$ cat src/rtl/dm_arbiter_pkg.sv
// Shared types and constants for the data-memory arbiter.
// The ARB_EXT state only exists in builds with DM_ARB_STARVE_GUARD_EN defined.
package dm_arbiter_pkg;

  typedef enum logic {
    ARB_CPU = 1'b0,
    ARB_EXT = 1'b1
  } arb_state_e;

  localparam logic [31:0] DM_UPPER         = 32'h0000_3000;
  localparam int unsigned STARVE_LIMIT_DEF = 4;
  localparam int unsigned CNT_W            = 3;

  typedef struct packed {
    logic        we;
    logic [31:0] addr;
    logic [31:0] wdata;
    logic [3:0]  be;
  } dm_req_t;

  // Ext accesses at or above the data-memory window are rejected.
  function automatic logic is_oob(input logic [31:0] addr);
    return addr >= DM_UPPER;
  endfunction

endpackage

$ cat src/rtl/dm_arb_starve_cnt.sv
// Counts consecutive cycles in which the ext requester is denied and
// raises force_ext_c on the denial that reaches the limit.
module dm_arb_starve_cnt
  import dm_arbiter_pkg::*;
#(
  parameter int unsigned LIMIT = STARVE_LIMIT_DEF
) (
  input  logic clk,
  input  logic reset,
  input  logic ext_req,
  input  logic ext_gnt,
  output logic force_ext_c
);

  localparam logic [CNT_W-1:0] LAST = CNT_W'(LIMIT - 1);

  logic [CNT_W-1:0] cnt;
  logic             denied;
  logic             at_last;

  assign denied      = ext_req & ~ext_gnt;
  assign at_last     = (cnt == LAST);
  assign force_ext_c = denied & at_last;

  always_ff @(posedge clk) begin
    if (!reset) begin
      cnt <= '0;
    end else if (denied) begin
      cnt <= at_last ? '0 : cnt + CNT_W'(1);
    end else if (ext_gnt) begin
      cnt <= '0;
    end
  end

endmodule

$ cat src/rtl/dm_arbiter.sv
// Data-memory arbiter between the CPU Mem stage and an external requester.
// DM_ARB_STARVE_GUARD_EN adds a one-cycle forced ext grant after repeated denials.
module dm_arbiter
  import dm_arbiter_pkg::*;
#(
  parameter int unsigned STARVE_LIMIT = STARVE_LIMIT_DEF
) (
  input  logic        clk,
  input  logic        reset,
  input  logic        cpu_req,
  input  logic        cpu_we,
  input  logic [31:0] cpu_addr,
  input  logic [31:0] cpu_wdata,
  input  logic [3:0]  cpu_be,
  output logic        cpu_stall,
  output logic [31:0] cpu_rdata,
  input  logic        ext_req,
  input  logic        ext_we,
  input  logic [31:0] ext_addr,
  input  logic [31:0] ext_wdata,
  input  logic [3:0]  ext_be,
  output logic        ext_gnt,
  output logic        ext_rvalid,
  output logic [31:0] ext_rdata,
  output logic        ext_err,
  output logic [31:0] dm_addr,
  output logic [31:0] dm_wdata,
  output logic        dm_we,
  output logic [3:0]  dm_be,
  input  logic [31:0] dm_rdata
);

  if (STARVE_LIMIT < 1 || STARVE_LIMIT > 7) begin : g_bad_limit
    $error("dm_arbiter: STARVE_LIMIT must be in 1..7");
  end

  logic        in_ext;
  logic        ext_sel;
  logic        ext_oob;
  dm_req_t     dm_req;
  logic        rvalid_q;
  logic        err_q;
  logic [31:0] rdata_q;

  assign ext_oob = is_oob(ext_addr);

`ifdef DM_ARB_STARVE_GUARD_EN
  arb_state_e state;
  arb_state_e state_next;
  logic       force_ext_c;

  always_ff @(posedge clk) begin
    if (!reset) begin
      state <= ARB_CPU;
    end else begin
      state <= state_next;
    end
  end

  // ARB_EXT is a single-cycle excursion; every other path lands in ARB_CPU.
  always_comb begin
    state_next = ARB_CPU;
    if (force_ext_c) begin
      state_next = ARB_EXT;
    end
  end

  assign in_ext = (state == ARB_EXT);

  dm_arb_starve_cnt #(
    .LIMIT(STARVE_LIMIT)
  ) u_starve_cnt (
    .clk        (clk),
    .reset      (reset),
    .ext_req    (ext_req),
    .ext_gnt    (ext_gnt),
    .force_ext_c(force_ext_c)
  );
`else
  assign in_ext = 1'b0;
`endif

  // Grant selection and DM port mux; everything is held idle in reset.
  always_comb begin
    ext_sel = 1'b0;
    dm_req  = '{we: 1'b0, addr: cpu_addr, wdata: cpu_wdata, be: 4'h0};
    if (reset) begin
      ext_sel = ext_req & (in_ext | ~cpu_req);
      if (ext_sel) begin
        dm_req = '{we: ext_we & ~ext_oob, addr: ext_addr, wdata: ext_wdata, be: ext_be};
      end else if (cpu_req) begin
        dm_req = '{we: cpu_we, addr: cpu_addr, wdata: cpu_wdata, be: cpu_be};
      end
    end
  end

  assign ext_gnt   = ext_sel;
  assign cpu_stall = ext_sel & cpu_req;
  assign dm_addr   = dm_req.addr;
  assign dm_wdata  = dm_req.wdata;
  assign dm_we     = dm_req.we;
  assign dm_be     = dm_req.be;
  assign cpu_rdata = dm_rdata;

  always_ff @(posedge clk) begin
    if (!reset) begin
      rvalid_q <= 1'b0;
      err_q    <= 1'b0;
      rdata_q  <= 32'h0;
    end else begin
      rvalid_q <= ext_gnt;
      err_q    <= ext_gnt & ext_oob;
      if (ext_gnt && !ext_we && !ext_oob) begin
        rdata_q <= dm_rdata;
      end
    end
  end

  // Reset in the response cycle cancels a pending response pulse.
  assign ext_rvalid = rvalid_q & reset;
  assign ext_err    = err_q & reset;
  assign ext_rdata  = rdata_q;

endmodule

$ cat config.mk
export PLATFORM = sky130hd
export DESIGN_NAME = dm_arbiter
export DESIGN_NICKNAME = d
export VERILOG_FILES = /design/src/rtl/dm_arbiter_pkg.sv /design/src/rtl/dm_arb_starve_cnt.sv /design/src/rtl/dm_arbiter.sv
export SDC_FILE = /design/constraint.sdc
export NUM_CORES = 1
export LEC_CHECK = 0
export CAP_MARGIN = 20
export CELL_PAD_IN_SITES_DETAIL_PLACEMENT = 2
export CELL_PAD_IN_SITES_GLOBAL_PLACEMENT = 2
export CORE_ASPECT_RATIO = 1.25
export CORE_MARGIN = 5
export CORE_UTILIZATION = 12
export DETAILED_ROUTE_END_ITERATION = 10
export PLACE_DENSITY = 0.92
export SLEW_MARGIN = 10
export SYNTH_ARGS = -nofsm -noshare
export SYNTH_HDL_FRONTEND = slang
export SYNTH_SLANG_ARGS = --single-unit
$ cat constraint.sdc
create_clock -name clk -period 2 [get_ports clk]
set_input_delay 0.4 -clock clk [delete_from_list [all_inputs] [get_ports clk]]
set_output_delay 0.4 -clock clk [all_outputs]
set_load 0.02 [all_outputs]
=== Word-level counts from Yosys, hierarchy flattened ===
Cells that the tools add are included.

* Div/mod/pow operators: 0
* Mux-type cells: 4
* Shift-type cells: 0
* Magnitude comparators: 1
* Bitwise operators: 8
* Eq/ne operators: 0
* Add/subtract/negate cells: 0
* Multipliers: 0
* Reduce and logical (&&, ||, !) cells: 4

{| class="wikitable"
|+ Operators by type and width
! kind !! count
|-
| $mux 69 || 3
|-
| $ge 32x14->1 const B || 1
|-
| $and 1x1->1 || 6
|-
| $logic_and 1x1->1 || 2
|-
| $logic_not 1->1 || 2
|-
| $not 1->1 || 2
|-
| $mux 1 || 1
|}

* Bits in latches: 0
* Logic and storage cells: 20
* Bits in read-only memories: 0
* Output and inout port bits: 137
* Memory bits (writable): 0
* Memories: 0
* Flip-flop bits (word level): 34

=== Logic depth before layout (Yosys ltp) ===
Gate-level depths: netlist of run 1.

* Word-level depth: 5
* Gate-level depth with buffers: 7

=== Least setup slack after synthesis of run 1 ===
Ideal clock, no wire load.

* Kind: input port to output port
* From: input port cpu_req
* To: output port dm_addr[20]
* Setup slack: 184 ps
* Arrival: 1416 ps
* Cell stages on the path: 6
* Cells stage by stage: buf_6 > nand3b_4 > inv_1 > clkbuf_1 > nand2_1 > nand2_1

* Cells in the longest elaborated chain, start to end: 4

{| class="wikitable"
|+ RTL lines
! element !! line !! text
|-
| start, declared || dm_arbiter.sv:10 || <nowiki>input logic cpu_req,</nowiki>
|-
| $not 1->1 || dm_arbiter.sv:88 || <nowiki>ext_sel = ext_req & (in_ext | ~cpu_req);</nowiki>
|-
| $and 1x1->1 || dm_arbiter.sv:88 ||
|-
| $mux 69 || dm_arbiter.sv:89 || <nowiki>if (ext_sel) begin</nowiki>
|-
| $mux 69 || dm_arbiter.sv:87 || <nowiki>if (reset) begin</nowiki>
|-
| end, declared || dm_arbiter.sv:26 || <nowiki>output logic [31:0] dm_addr,</nowiki>
|}

No other way between the ends.

=== Worst setup path in the final report of run 1 ===
* From: input port dm_rdata[24]
* To: output port cpu_rdata[24]

{| class="wikitable"
|+ RTL lines
! element !! line !! text
|-
| start, declared || dm_arbiter.sv:30 || <nowiki>input logic [31:0] dm_rdata</nowiki>
|-
| end, declared || dm_arbiter.sv:16 || <nowiki>output logic [31:0] cpu_rdata,</nowiki>
|}

No word-level cell between the ends.

==> results.py, run 1 <==
metrics = {
    "floorplan": {
        "coreArea_mm2": 0.0228,
        "die_area_mm2": 0.0262,
        "rows": 62,
        "initial_core_util_pct": 12.1,
        "io_pins": 311,
        "die_width_um": 146,
        "die_h_um": 180,
    },
    "global_route": {
        "grt-ovfl-total": 0,
        "grt_pass1_wl_mm": 28.3,
        "grt_max_degree": 40,
        "antenna_found_initial": 1,
        "grt_util_all_layers_pct": 13.7,
        "grt_pass1_vias": 4711,
    },
    "clock_network": {
        "cts_made_buffers": 5,
        "cts_htree_levels": 2,
        "cts_hold_buf": 0,
        "clock_latency_ps": 280,
        "cts_tree": "yes",
        "cts.sinks": 34,
        "clk_pin_slew_ps": 50,
        "cts_max_path_buffers": 2,
        "cts-root-buf": "clkbuf_16",
    },
    "synth": {
        "syn_area_per_cell_um2": 6.45,
        "synthAdderAreaFrac_pct": 0,
        "syn_inst": 428,
        "synth_top_family_by_area": "simple AND/OR/NAND/NOR gates",
        "ys_seq_area_share_pct": 24.7,
        "yosys.area_share.simple_pct": 40.8,
        "syn_nets": 602,
        "synth_compound_gate_area_share_pct": 16.0,
        "synth.distinct_cells": 27,
        "synth_warnings": 0,
        "synth_mux_area_share_pct": 0,
        "synth_xor_area_share_pct": 0,
        "ys_seq_elements": 34,
        "synth_area_mm2": 0.00276,
    },
    "sta": {
        "skew_ps": 0,
        "timing.final.crit_share_pct": 97.9,
        "slew_headroom_pct": 66.9,
        "drv_slew": 0,
        "layout_min_cycle_time_ps": 1960,
        "setup_viol": 0,
        "worst_pin_slew_ps": 492,
        "hold_viol": 0,
        "fin_setup_tns_ps": 0,
        "rsz0062_at_grt": "false",
        "fmax_mhz": 511,
        "hold-worst-slack_ps": 478,
        "layout_setup_ws_ps": 42.9,
    },
    "setup_path": {
        "crit_chain": "clkdlybuf4s50_1, clkdlybuf4s50_1",
        "r2r_setup_slack_ps": 1380,
        "crit_buf_inv": 2,
        "cpMostUsedCell": "clkdlybuf4s50_1",
        "crit_type": "input pin to output pin",
        "r2r_end": "ext_rdata[20]$_SDFFE_PN0P_",
        "path_max_fanout": 2,
        "cp.arrival_ps": 1560,
        "cp_slowest_cell": "clkdlybuf4s50_1",
        "critPathMaxStageDelay_ps": 630,
        "r2r_start": "ext_rdata[20]$_SDFFE_PN0P_",
        "r2r.worst_path.cells": 2,
        "endpoint": "cpu_rdata[24]",
        "worstSetupPathDepth": 2,
        "critPathTopFamily": "buffers and inverters",
        "cp-start-kind": "input pin",
        "endpoint_kind": "output pin",
        "cp.required_ps": 1600,
        "startpoint": "dm_rdata[24]",
    },
    "power": {
        "ir_worst_vdd_uv": 326,
        "p_per_area_mw_per_mm2": 404,
        "leakagePower_nw": 2.82,
        "finalPower_mw": 2.58,
    },
    "final_layout": {
        "final_cell_mix": "214 x clkdlybuf4s50_1, 185 x nand2_1, 43 x buf_4",
        "num-fill-cells": 2638,
        "design_area_mm2": 0.00640,
        "final_nets": 897,
        "mostFrequentLayoutCell": "clkdlybuf4s50_1",
        "regArea_um2": 681,
        "multiInputGateArea_mm2": 0.00164,
        "drive_above_1_share_pct": 21.4,
        "syn_to_final_growth_pct": 132,
    },
    "placement": {
        "placed_area_mm2": 0.00600,
        "gp_congestion": 0.734,
        "pre_cts_ws_ps": -909,
        "portBuffers": 309,
        "dp_hpwl_mm": 15.0,
    },
    "run": {
        "cap_violations": 0,
    },
    "routing": {
        "ant_nets": 0,
        "wl_per_cell_um": 19.0,
        "routed_via_density": 4.15,
        "vias": 4201,
        "drt_iter0_drc": 32,
        "drt-pass1-iter-count": 4,
        "post-route-drc-count": 0,
        "detail_route.wirelength_mm": 19.3,
    },
    "status": {
        "status": "complete, no violations",
    },
    "worst_hold_path": {
        "min_path_cells": 2,
        "min_path_type": "register to register",
    },
}
==> cell type report <==
class | count | share of cell area (%)
timing repair buffer | 356 | 55.4
multi-input combinational | 324 | 25.7
sequential | 34 | 10.6
tap | 288 | 5.63
clock buffer | 7 | 2.23
inverter | 2 | 0.313
clock inverter | 1 | 0.0782
antenna | 1 | 0.0391
==> how the worst min path moves through the flow <==
stage / start / to / slack [ps]
after detailed placement: ext_rdata[22]$_SDFFE_PN0P_ / ext_rdata[22]$_SDFFE_PN0P_ / 480
after global placement: ext_rdata[23]$_SDFFE_PN0P_ / ext_rdata[23]$_SDFFE_PN0P_ / 460
after global routing: ext_rdata[17]$_SDFFE_PN0P_ / ext_rdata[17]$_SDFFE_PN0P_ / 500
after CTS: ext_rdata[22]$_SDFFE_PN0P_ / ext_rdata[22]$_SDFFE_PN0P_ / 480
after floorplan: ext_rdata[23]$_SDFFE_PN0P_ / ext_rdata[23]$_SDFFE_PN0P_ / 550
final: ext_rdata[21]$_SDFFE_PN0P_ / ext_rdata[21]$_SDFFE_PN0P_ / 480
==> state kept, by name, summed over array words and instances, names as in the netlist <==
signal / count
ext_rdata: 32
err_q: 1
rvalid_q: 1
==> synth_stat cells <==
master	instances	area share [%]
buf_6	5	2.0
nand3_1	1	0.18
clkbuf_1	10	1.4
or3_4	1	0.41
nand4_2	1	0.45
nor4_1	4	0.91
nor2_1	1	0.14
inv_1	2	0.27
clkbuf_4	3	0.82
buf_1	2	0.27
buf_12	3	2.2
nand2_1	201	27
a21oi_1	1	0.18
nand4_1	33	7.5
dfxtp_1	34	25
nand3b_4	1	0.73
and4_1	1	0.32
a211o_1	1	0.32
conb_1	1	0.14
nor4_4	2	1.5
o21ai_1	30	5.4
buf_2	9	1.6
o21ai_0	6	1.1
a211oi_1	1	0.27
buf_4	36	9.8
a21boi_1	32	8.7
and2_1	6	1.4
==> power by group <==
part / internal [mW] / total [mW] / leakage, nW / switching (mW)
logic: 0.604 / 1.12 / 2.47 / 0.517
registers: 0.679 / 0.679 / 0.274 / 0.000241
clock network: 0.494 / 0.785 / 0.0739 / 0.291
total: 1.78 / 2.58 / 2.82 / 0.808
==> cell families after synthesis <==
kind of cell,count (synthesis)
AND/OR/NAND/NOR,252
AO/OA/AOI/OAI,71
buffers and inverters,70
flip-flops,34
other,1
==> stage by stage <==
step | cells | utilization (%)
2_1_floorplan | 428 | -
3_3_place_gp | 987 | 26.3
3_5_place_dp | 987 | 26.3
4_1_cts | 1009 | 27.8
5_1_grt | 1013 | 28.1
6_report | 1013 | 28.1
==> repair_timing <==
| action | CTS | global route |
|---|---|---|
| cloned | 6 | 1 |
| pin swaps | 7 | 12 |
| gates resized for setup | 334 | 62 |
| buffers inserted | 8 | 3 |
| setup endpoints to repair | 105 | 79 |
==> routing by layer <==
layer	up-vias	part of all wire [%]	routed length (µm)	global-route usage [%]
met5	-	0	0	0
met4	0	2.3	447	3.96
met3	23	8.0	1550	4.36
met2	217	55	10600	27.0
met1	1988	35	6740	13.4
li1	1973	-	-	-
Power figures use the tool's default switching activity.
==> run 2: changes to the inputs <==
--- a/config.mk
+++ b/config.mk
@@ -10,9 +10,9 @@
 export CELL_PAD_IN_SITES_GLOBAL_PLACEMENT = 2
 export CORE_ASPECT_RATIO = 1.25
 export CORE_MARGIN = 5
-export CORE_UTILIZATION = 12
+export CORE_UTILIZATION = 11
 export DETAILED_ROUTE_END_ITERATION = 10
-export PLACE_DENSITY = 0.92
+export PLACE_DENSITY = 0.89
 export SLEW_MARGIN = 10
 export SYNTH_ARGS = -nofsm -noshare
 export SYNTH_HDL_FRONTEND = slang
==> constraint.sdc (replaced) <==
create_clock -name clk -period 1.7 [get_ports clk]
set_input_delay 0.34 -clock clk [delete_from_list [all_inputs] [get_ports clk]]
set_output_delay 0.34 -clock clk [all_outputs]
set_load 0.02 [all_outputs]
==> results.py, run 2 (synthesized netlist as in run 1, its figures left out) <==
metrics = {
    "status": {
        "status": "finished with violations",
        "violations": "negative setup slack",
    },
    "clock_network": {
        "cts-root-buf": "clkbuf_16",
        "clock_latency_ps": 280,
        "clk_pin_slew_ps": 50,
        "cts_tree": "yes",
        "cts_htree_levels": 2,
        "cts_hold_buf": 0,
        "cts.sinks": 34,
        "cts_made_buffers": 5,
        "cts_max_path_buffers": 2,
    },
    "sta": {
        "layout_min_cycle_time_ps": 1770,
        "hold_viol": 0,
        "fmax_mhz": 566,
        "layout_setup_ws_ps": -67.4,
        "rsz0062_at_grt": "true",
        "timing.final.crit_share_pct": 104,
        "drv_slew": 0,
        "skew_ps": 0,
        "setup_viol": 13,
    },
    "routing": {
        "met3_length_mm": 2.21,
        "highest_layer": "met5",
        "ant_nets": 0,
        "post-route-drc-count": 0,
        "drt-pass1-iter-count": 4,
        "detail_route.wirelength_mm": 22.0,
        "vias": 4491,
        "route.layer.met1.wl_mm": 6.87,
        "routed_via_density": 4.08,
        "wl_met2_mm": 12.5,
        "wl_per_cell_um": 20.0,
        "drt_iter0_drc": 78,
    },
    "global_route": {
        "grt_max_degree": 34,
        "grt_pass1_vias": 5150,
        "grt-ovfl-total": 0,
        "grt_pass1_wl_mm": 30.7,
        "grt_util_all_layers_pct": 14.2,
        "antenna_found_initial": 1,
    },
    "setup_path": {
        "path_max_fanout": 2,
        "crit_type": "input pin to output pin",
        "endpoint_kind": "output pin",
        "cp-start-kind": "input pin",
        "startpoint": "ext_addr[30]",
        "cp.arrival_ps": 1430,
        "r2r_start": "ext_rdata[6]$_SDFFE_PN0P_",
        "cp.required_ps": 1360,
    },
    "floorplan": {
        "die_width_um": 152,
        "die_h_um": 187,
        "io_pins": 311,
        "initial_core_util_pct": 11.2,
        "die_area_mm2": 0.0284,
        "coreArea_mm2": 0.0246,
        "rows": 64,
    },
    "power": {
        "ir_worst_vdd_uv": 291,
        "leakagePower_nw": 3.40,
        "p_per_area_mw_per_mm2": 437,
        "finalPower_mw": 3.25,
    },
    "final_layout": {
        "syn_to_final_growth_pct": 170,
        "final_nets": 945,
        "fin_cells": 1102,
        "num-fill-cells": 2777,
        "final_cell_mix": "182 x clkdlybuf4s50_1, 128 x nand2_1, 59 x buf_4, 59 x buf_6, 42 x nand2_2",
        "multiInputGateArea_mm2": 0.00203,
        "largest_reg_flops": 32,
        "mostFrequentLayoutCell": "clkdlybuf4s50_1",
        "design_area_mm2": 0.00745,
        "regArea_um2": 681,
        "drive_above_1_share_pct": 37.6,
        "diodes": 0,
    },
    "run": {
        "cap_violations": 0,
    },
    "placement": {
        "portBuffers": 309,
        "dp_hpwl_mm": 15.5,
        "placed_area_mm2": 0.00636,
        "dp.cells": 1065,
        "gp_congestion": 0.724,
        "pre_cts_ws_ps": -1130,
    },
    "worst_hold_path": {
        "hold_start": "ext_rdata[8]$_SDFFE_PN0P_",
        "min_path_type": "register to register",
    },
}
## run 2: cell count changes in the layout (fill, tap and decap cells not counted), sizes merged, moves of 3 or more
| cell | previous run | this run |
|---|---|---|
| clkdlybuf4s50 | 214 | 182 |
| buf | 108 | 173 |
| clkdlybuf4s15 | 6 | 3 |
| dlymetal6s2s | 10 | 0 |
| dlygate4sd2 | 7 | 36 |
## run 2: stage by stage
step | hold slack, ps | utilization [%] | setup TNS (ps)
2_1_floorplan | 493 | - | 0
3_3_place_gp | 455 | 25.9 | -79200
3_5_place_dp | 473 | 25.9 | -82110
4_1_cts | 480 | 28.6 | -96.8
5_1_grt | 485 | 30.3 | -1460
6_report | 463 | 30.3 | -220
## run 2: final cells by class
cell class / instances / share of cell area, %
clock buffer: 7 / 1.92
clock inverter: 1 / 0.0672
inverter: 2 / 0.202
multi-input combinational: 324 / 27.2
sequential: 34 / 9.14
tap: 330 / 5.54
timing repair buffer: 404 / 55.9
## run 2: per-layer routing
layer  vias up  global-route usage [%]
li1       2072                       -
met1      2164                    12.8
met2       229                    29.3
met3        24                    4.80
met4         2                    3.18
met5         -                       0
## run 2: path summary, 6_finish.rpt
check | depth (start not counted) | slack [ps] | end
worst max register to register | 2 | 1030 | ext_rdata[6]$_SDFFE_PN0P_
worst max-delay path | 6 | -70 | dm_we
worst min register to register | 2 | 460 | ext_rdata[8]$_SDFFE_PN0P_
worst min-delay path | 2 | 460 | ext_rdata[8]$_SDFFE_PN0P_
## run 2: worst max-delay path, stage by stage
cell             delay [ps]
clkdlybuf4s15_1         210
a211oi_2                260
and4_4                  290
nand4_1                 100
nand2_1                  90
buf_6                   130
## run 2: report_power, final
| part | switching (mW) | leakage, nW | internal [mW] |
|---|---|---|---|
| Combinational | 0.690 | 3.06 | 0.824 |
| Sequential | 0.000468 | 0.274 | 0.799 |
| Clock | 0.358 | 0.0739 | 0.581 |
| Total | 1.05 | 3.40 | 2.20 |
## run 2: timing repair
item	4_1_cts	5_1_grt
pin swaps	24	66
setup endpoints to repair	137	79
endpoints found under the hold margin	0	0
resized for setup	520	152
cloned	12	3
buffers inserted	22	1
==> run 3: changes to the inputs <==
--- a/config.mk
+++ b/config.mk
@@ -11,8 +11,10 @@
 export CORE_ASPECT_RATIO = 1.25
 export CORE_MARGIN = 5
 export CORE_UTILIZATION = 11
+export CTS_CLUSTER_SIZE = 20
 export DETAILED_ROUTE_END_ITERATION = 10
 export PLACE_DENSITY = 0.89
+export SETUP_SLACK_MARGIN = 0.1
 export SLEW_MARGIN = 10
 export SYNTH_ARGS = -nofsm -noshare
 export SYNTH_HDL_FRONTEND = slang
==> results.py, run 3 (synthesized netlist as in run 1, its figures left out) <==
metrics = {
    "status": {
        "status": "finished with violations",
        "violations": "negative setup slack",
    },
    "global_route": {
        "grt_util_met3_pct": 5.72,
        "antenna_found_initial": 1,
        "grt_pass1_wl_mm": 36.7,
        "top_usage_layer": "met2",
        "grt_max_degree": 40,
        "grtUsageMet1_pct": 16.0,
        "met2_usage_pct": 34.2,
        "grt-ovfl-total": 0,
        "grt_util_all_layers_pct": 17.2,
        "grt_pass1_vias": 5698,
    },
    "clock_network": {
        "cts-root-buf": "clkbuf_16",
        "cts_hold_buf": 0,
        "clock_latency_ps": 280,
        "cts_max_path_buffers": 2,
        "cts.sinks": 34,
        "cts_htree_levels": 2,
        "clk_pin_slew_ps": 60,
        "cts_tree": "yes",
        "cts_made_buffers": 5,
    },
    "placement": {
        "dp_hpwl_mm": 15.9,
        "gp_congestion": 0.745,
        "placed_area_mm2": 0.00646,
        "dp.cells": 1066,
        "portBuffers": 309,
        "pre_cts_ws_ps": -1200,
    },
    "sta": {
        "fmax_mhz": 565,
        "layout_setup_ws_ps": -68.8,
        "hold_viol": 0,
        "layout_min_cycle_time_ps": 1770,
        "skew_ps": 0,
        "setup_viol": 39,
        "fin_setup_tns_ps": -1380,
        "timing.final.crit_share_pct": 104,
        "drv_slew": 0,
        "rsz0062_at_grt": "true",
        "hold-worst-slack_ps": 461,
    },
    "final_layout": {
        "final_cell_mix": "150 x clkdlybuf4s50_1, 121 x nand2_4, 91 x buf_6",
        "fin_cells": 1122,
        "diodes": 0,
        "mostFrequentLayoutCell": "clkdlybuf4s50_1",
        "syn_to_final_growth_pct": 218,
        "num-fill-cells": 2600,
        "design_area_mm2": 0.00879,
        "final_nets": 966,
        "finish.utilization_pct": 35.8,
        "drive_above_1_share_pct": 54.0,
        "largest_reg_flops": 32,
    },
    "power": {
        "ir_worst_vdd_uv": 273,
        "p_switching_mw": 1.24,
        "power.share.switching_pct": 34.6,
        "sequentialPowerShare_pct": 22.4,
        "clkPwrFrac_pct": 24.7,
        "finalPower_mw": 3.57,
        "leakagePower_nw": 4.30,
        "p_int_mw": 2.34,
        "comb_power_share_pct": 52.9,
        "p_per_area_mw_per_mm2": 406,
    },
    "routing": {
        "detail_route.wirelength_mm": 25.7,
        "ant_nets": 0,
        "drt_iter0_drc": 60,
        "routed_via_density": 4.18,
        "vias": 4685,
        "drt-pass1-iter-count": 3,
        "wl_per_cell_um": 22.9,
        "post-route-drc-count": 0,
    },
    "setup_path": {
        "critPathTopFamily": "simple AND/OR/NAND/NOR gates",
        "crit_buf_inv": 3,
        "crit_chain": "buf_6, nor4_4, buf_4, and4_4, buf_4, nand4_1, a21boi_1",
        "cp_slowest_cell": "buf_4",
        "endpoint_kind": "register",
        "cp.arrival_ps": 1960,
        "path_max_fanout": 33,
        "worstSetupPathDepth": 7,
        "cp-start-kind": "input pin",
        "cpMostUsedCell": "buf_4",
        "r2r.worst_path.cells": 2,
        "critPathMaxStageDelay_ps": 360,
        "cp.required_ps": 1890,
        "crit_type": "input pin to register",
    },
    "floorplan": {
        "die_area_mm2": 0.0284,
        "die_h_um": 187,
        "initial_core_util_pct": 11.2,
        "io_pins": 311,
        "coreArea_mm2": 0.0246,
        "die_width_um": 152,
        "rows": 64,
    },
    "run": {
        "cap_violations": 0,
    },
    "worst_hold_path": {
        "min_path_type": "register to register",
        "min_path_cells": 2,
    },
}
==> run 3: cell types whose count changed in the layout (fill, tap and decap cells not counted), moves of 5 or more <==
cell / change
nand2_1: -105
nand2_4: +90
buf_6: +32
clkdlybuf4s50_1: -32
buf_2: -17
dlygate4sd2_1: +16
dlymetal6s2s_1: +14
nand2_2: +11
buf_16: +9
buf_12: +6
o21ai_2: +5
==> run 3: worst min-delay path, delay by kind of cell, from the launching register on <==
| kind | cells | cell delay, ps |
|---|---|---|
| AO/OA/AOI/OAI | 2 | 100 |
| flip-flops | 1 | 310 |
==> run 3: final timing paths <==
path / endpoint / slack (ps) / start
hold reg to reg: ext_rdata[7]$_SDFFE_PN0P_ / 460 / ext_rdata[7]$_SDFFE_PN0P_
setup / recovery: ext_rdata[3]$_SDFFE_PN0P_ / -70 / ext_addr[14]
setup reg to reg: ext_rdata[25]$_SDFFE_PN0P_ / 960 / ext_rdata[25]$_SDFFE_PN0P_
hold / removal: ext_rdata[7]$_SDFFE_PN0P_ / 460 / ext_rdata[7]$_SDFFE_PN0P_
==> run 3: power groups by stage <==
stage               Combinational [mW]  Sequential, mW  Clock [mW]
floorplan                        0.503           0.816           0
global placement                  1.38           0.816           0
detailed placement                1.41           0.816           0
CTS                               1.76           0.799       0.910
global route                      1.99           0.799       0.940
finish                            1.89           0.799       0.882
==> run 3: layout make-up <==
class / instances / area (µm²) / share of cell area (%)
clock buffer: 5 / 125 / 1.42
clock inverter: 2 / 10.0 / 0.114
multi-input combinational: 324 / 2850 / 32.4
tap: 330 / 413 / 4.70
inverter: 2 / 15.0 / 0.171
timing repair buffer: 425 / 4690 / 53.4
sequential: 34 / 681 / 7.74
==> run 3: routing by layer <==
layer | share of wire (%) | vias up | wire (µm)
li1 | - | 2119 | -
met1 | 32 | 2259 | 8180
met2 | 56 | 260 | 14500
met3 | 9.0 | 45 | 2310
met4 | 2.9 | 2 | 744
met5 | 0.051 | - | 13
==> run 3: what timing repair did <==
item / CTS / global route
setup buffers: 20 / 11
pin swaps: 124 / 88
gates resized for setup: 836 / 117
cloned: 20 / 0
setup endpoints to repair: 146 / 112
